### src/rtl/hart_trend_meter.sv
// hart_trend_meter: beat-to-beat period measurement with a DEPTH-deep history
// sampled on tick, plus stability detection and rise/drop trend events.
module hart_trend_meter #(
  parameter int CNT_W = 25,
  parameter int OUT_W = 6,
  parameter int SHIFT = 18,
  parameter int DEPTH = 4,
  parameter int TOL   = 0,
  parameter int REARM = 7
) (
  input  logic             i_clk,
  input  logic             i_reset,
  input  logic             i_hart,
  input  logic             i_tick,
  output logic [OUT_W-1:0] o_period,
  output logic             o_lost,
  output logic             o_primed,
  output logic             o_stable,
  output logic             o_gelijk,
  output logic             o_gedaald,
  output logic             o_error
);
  localparam int FW = $clog2(DEPTH + 1);
  typedef enum logic [1:0] {FILL, UNSTABLE, STABLE} state_t;
  logic [2:0]       r_sync;
  logic [CNT_W-1:0] r_cnt;
  logic [OUT_W-1:0] r_hist [DEPTH];
  logic [FW-1:0]    r_fill;
  logic [OUT_W-1:0] r_ref;
  logic             r_tick_d;
  state_t           r_state;
  logic [31:0]      r_rearm;
  logic             w_edge, w_stable, w_fire;
  logic [OUT_W-1:0] w_q;
  assign w_edge   = r_sync[1] & ~r_sync[2];
  assign w_q      = (r_cnt >> (SHIFT + OUT_W)) != '0 ? '1 : r_cnt[SHIFT+OUT_W-1:SHIFT];
  assign o_primed = r_fill == FW'(DEPTH);
  assign o_stable = w_stable;
  always_comb begin
    w_stable = o_primed && r_hist[0] != '0;
    for (int k = 1; k < DEPTH; k++)
      w_stable = w_stable && ((r_hist[k] > r_hist[0] ? r_hist[k] - r_hist[0] : r_hist[0] - r_hist[k]) <= OUT_W'(TOL));
  end
  // Events fire on the eval cycle right after a tick, once the history has settled.
  assign w_fire = r_tick_d && w_stable &&
                  (r_state == UNSTABLE || (r_state == STABLE && REARM > 0 && r_rearm == 32'(REARM - 1)));
  always_ff @(posedge i_clk or negedge i_reset) begin
    if (!i_reset) begin
      r_sync    <= '0;
      r_cnt     <= '0;
      r_hist    <= '{default: '0};
      r_fill    <= '0;
      r_ref     <= '0;
      r_tick_d  <= 1'b0;
      r_state   <= FILL;
      r_rearm   <= '0;
      o_period  <= '0;
      o_lost    <= 1'b0;
      o_gelijk  <= 1'b0;
      o_gedaald <= 1'b0;
      o_error   <= 1'b0;
    end else begin
      r_sync   <= {r_sync[1:0], i_hart};
      r_tick_d <= i_tick;
      if (w_edge) begin
        r_cnt    <= CNT_W'(1);
        o_period <= w_q;
        o_lost   <= 1'b0;
      end else begin
        if (r_cnt != '1) r_cnt <= r_cnt + 1'b1;
        if (r_cnt == ~CNT_W'(1)) begin
          o_lost   <= 1'b1;
          o_period <= '0;
        end
      end
      // History samples the period as it was before any same-cycle edge.
      if (i_tick) begin
        r_hist[0] <= o_period;
        for (int k = 1; k < DEPTH; k++) r_hist[k] <= r_hist[k-1];
        if (!o_primed) r_fill <= r_fill + 1'b1;
      end
      o_gelijk <= w_fire;
      if (w_fire) begin
        o_gedaald <= r_hist[0] > r_ref;
        o_error   <= r_hist[0] < r_ref;
        r_ref     <= r_hist[0];
      end
      if (r_tick_d) begin
        r_state <= r_state == FILL ? (o_primed ? UNSTABLE : FILL) : (w_stable ? STABLE : UNSTABLE);
        r_rearm <= (w_fire || r_state != STABLE) ? '0 : r_rearm + 1'b1;
      end
    end
  end
endmodule

### config.mk
export PLATFORM = sky130hd
export DESIGN_NAME = hart_trend_meter
export DESIGN_NICKNAME = d
export VERILOG_FILES = /design/src/rtl/hart_trend_meter.sv
export SDC_FILE = /design/constraint.sdc
export NUM_CORES = 1
export LEC_CHECK = 0
export ABC_AREA = 1
export BUFFER_PORTS_ARGS = -buffer_cell sky130_fd_sc_hd__buf_2
export CORE_AREA = 2 2 123 125
export DETAILED_ROUTE_END_ITERATION = 6
export DIE_AREA = 0 0 125 127
export GPL_TIMING_DRIVEN = 0
export MAX_ROUTING_LAYER = met4
export SYNTH_ARGS = -nofsm -noshare
export SYNTH_HDL_FRONTEND = slang
export SYNTH_SLANG_ARGS = --single-unit
### constraint.sdc
create_clock -name i_clk -period 3.54 [get_ports i_clk]
set_input_delay 0.177 -clock i_clk [delete_from_list [all_inputs] [get_ports i_clk]]
set_output_delay 0.177 -clock i_clk [all_outputs]
set_load 0.02 [all_outputs]
==> impl_metrics.json <==
{
  "ir_worst_vdd_uv": 327.3,
  "worst_pin_slew_ns": 0.5736,
  "first_global_vias": 5873,
  "cts_tree": "done",
  "syn_to_final_growth_pct": 9.653,
  "routed_vias_inst": 5.133,
  "power.share.combinational_pct": 11.9,
  "wirelength_um": 17010,
  "worst-endpoint-required_ns": 3.36,
  "final_antenna_net_count": 0,
  "timing_max_transition_violations_final": 0,
  "track_usage_pct": 22.92,
  "netSwitchingPower_mw": 0.7493,
  "final_cell_area_sq_um": 7818,
  "overflow": 0,
  "unrepaired_setup_endpoints_after_global_routing": "no",
  "drt_drc_violations_left": 0,
  "holdWs_ns": 0.3556,
  "switching_share_pct": 27.76,
  "worstSetupEndpoint": "o_stable",
  "initial_utilization_pct": 49.43,
  "ys_async_sr_fraction_pct": 100.0,
  "synth_top_area_cell": "dfrtp_1",
  "floorplan.rows": 44,
  "die_x_extent_um": 125,
  "slew-limit-headroom_pct": 61.76,
  "dieArea_sq_um": 15880,
  "setup_viol_count_final": 0,
  "reg2reg_slack_ns": 0.69,
  "chipHeight_um": 127,
  "rr_worst_depth": 15,
  "critical_path_peak_fanout": 6,
  "post_synth.cell_area_avg_sq_um": 7.187,
  "gpl.final_weighted_congestion": 0.8817,
  "static-leakage-power_nw": 3.852,
  "cts.repair.resized": 0,
  "max-clock-path-buffers": 2,
  "yosysWarningCount": 0,
  "drt_pre_antenna_iters": 5,
  "worstHoldPathType": "in -> async",
  "antenna_found_initial": 0,
  "tritoncts_num_sinks": 106,
  "final.setup.tns_ns": 0,
  "postSynthCellCount": 992,
  "floorplan.core_area_sq_um": 14420,
  "post_cts_buffers": 0,
  "cap_violations": 0,
  "fin_crit_ns": 2.954,
  "placedInstanceArea_sq_um": 7465,
  "cts-root-buf": "clkbuf_16",
  "place_hpwl_um": 12750,
  "timing.final.hold_violations": 0,
  "detailedRoute.firstIterationViolations": 337,
  "path_class": "reg -> out",
  "power_per_cell_area_nw_per_um2": 345.2,
  "post_synth_main_area_contributors": "dfrtp_1, nand2_1, ha_1",
  "worst_clock_skew_ns": 0.006535,
  "cts.htree.levels": 3,
  "worst_setup_hold_path_clk_slew_ns": 0.08,
  "finalPower_mw": 2.699,
  "routedWlPerCell_um": 14.05,
  "count_of_vias_placed_by_the_detailed_router": 6216,
  "netlist_area_sq_um": 7129,
  "hold_buffers": 3,
  "power.sequential.fraction_pct": 48.1,
  "synth_top_area_share_pct": 37.21,
  "fraction_of_layout_instances_using_a_drive_strength_above_1_pct": 6.719,
  "yosys.cell_types.count": 42,
  "reg2reg_from": "r_hist[19]",
  "synth.net_count": 1041,
  "grt_first_pass_wirelength_um": 28820,
  "n_antenna_cell": 0,
  "critPathCaptureType": "primary output",
  "synth.yosys.seq_area_share_pct": 37.21,
  "synth_edf_count": 0,
  "port-buffer-count": 15,
  "yosysMostFrequentCell": "nand2_1",
  "p_clk_share_pct": 40.1,
  "ys_seq_elements": 106,
  "clkLatencyLatePin_ns": 0.35,
  "top_level_ports": 16,
  "outcome": "complete, no violations",
  "internal-power_mw": 1.949,
  "nets": 1071,
  "yosys_most_used_dff": "dfrtp_1",
  "grt_start_max_net_pins": 68,
  "timing.critical_path.from_type": "register",
  "cts-buffers-inserted": 9,
  "cp_data_arrival_time_ns": 2.78,
  "util_after_layout_pct": 54.20,
  "top_achievable_clock_speed_ghz": 0.3385,
  "startpoint": "r_hist[19]",
  "commonest_cells_in_the_netlist": "nand2_1, inv_1, dfrtp_1, nor2_1, a21oi_1",
  "timing.rr.end": "r_rearm[1]",
  "post-route-period-util_pct": 83.45
}
-- cells by family (layout without fill, tap and decap cells) --
family | Yosys count | count (layout) | share of synthesized area, %
AO/OA/AOI/OAI | 152 | 152 | 11.71
XOR/XNOR | 30 | 30 | 3.685
adder cells (fa/ha/maj) | 45 | 45 | 7.898
buffers and inverters | 173 | 208 | 9.775
flip-flops | 106 | 106 | 37.21
AND/OR/NAND/NOR | 486 | 486 | 29.73
-- critical path: stages, from the launching register on --
cell and delay [ns]:
dfrtp_1 0.55, inv_1 0.28, ha_1 0.28, nand2_1 0.06, nand2_1 0.07, o21ai_0 0.32
nand2_1 0.09, nand2_1 0.09, nand2_1 0.05, nor2_1 0.09, nor2_1 0.07, nor2_4 0.16
nand3_1 0.09, inv_1 0.06, buf_2 0.15
-- per-stage QoR --
stage / cells / worst slack, ns
floorplan: 992 / 1.335
global placement: 1191 / 0.6775
detailed placement: 1192 / 0.6904
CTS: 1211 / 0.5621
finish: 1211 / 0.5857
global route: 1211 / 0.2713
-- final cells by class --
cell class,count,area [sq um]
clock buffer,10,239.0
inverter,147,554.3
clock inverter,6,83.83
buffer,26,142.6
sequential,106,2653
timing repair buffer,19,135.1
tap,184,230.2
multi-input combinational,713,3780
fill,1466,6606
-- power by group through the flow --
stage	Sequential [mW]	Clock [mW]	Combinational, mW
2_1_floorplan	1.31	0	0.224
3_3_place_gp	1.32	0	0.315
3_5_place_dp	1.32	0	0.322
4_1_cts	1.30	1.12	0.325
5_1_grt	1.31	1.16	0.371
6_report	1.30	1.08	0.320
-- worst min-delay path by stage --
stage,from,to,cells past startpoint,slack [ns]
global placement,i_hart,r_sync[0],1,0.29
global route,r_sync[0],r_sync[1],0,0.36
CTS,r_sync[0],r_sync[1],0,0.36
floorplan,i_reset,o_error,0,-0.12
finish,i_reset,r_hist[12],2,0.36
detailed placement,i_reset,r_hist[12],1,0.21
-- routing by layer --
metal  GRT usage, %  up-vias  share of wire (%)
li1               -     3253                  -
met1          30.32     2869                 49
met2          37.82       79                 47
met3          3.685       15                2.4
met4          4.575        0                1.2
met5              -        -                  0
-- flip-flops by register name, summed over array words and instances (netlist names) --
| signal | cells |
|---|---|
| o_period | 6 |
| o_error | 1 |
| r_fill | 3 |
| r_state | 2 |
| r_hist | 24 |
| r_ref | 6 |
| o_lost | 1 |
| o_gelijk | 1 |
| r_tick_d | 1 |
| r_sync | 3 |
| r_rearm | 32 |
| o_gedaald | 1 |
| r_cnt | 25 |
-- layout by cell type (no fill, tap or decap), types with 2 or more instances in the layout --
| cell type | instances |
|---|---|
| a31oi_1 | 6 |
| nand4_1 | 31 |
| clkinv_4 | 2 |
| o21ai_0 | 58 |
| nand2_4 | 2 |
| and2_1 | 2 |
| nor2_2 | 4 |
| o31ai_1 | 3 |
| nor3_1 | 19 |
| o21ai_2 | 6 |
| nor4_1 | 7 |
| buf_6 | 3 |
| a21oi_1 | 68 |
| ha_1 | 45 |
| buf_4 | 2 |
| nor2_1 | 90 |
| dfrtp_1 | 106 |
| inv_1 | 145 |
| nor2_4 | 2 |
| dlygate4sd3_1 | 3 |
| buf_2 | 20 |
| or2_2 | 2 |
| a21oi_2 | 3 |
| nand2_2 | 3 |
| xor2_1 | 26 |
| a2bb2oi_1 | 2 |
| clkbuf_16 | 9 |
| nand3_1 | 59 |
| clkbuf_1 | 15 |
| nand2_1 | 260 |
| xnor2_1 | 4 |
No activity file was read; power rests on OpenSTA's default activity.
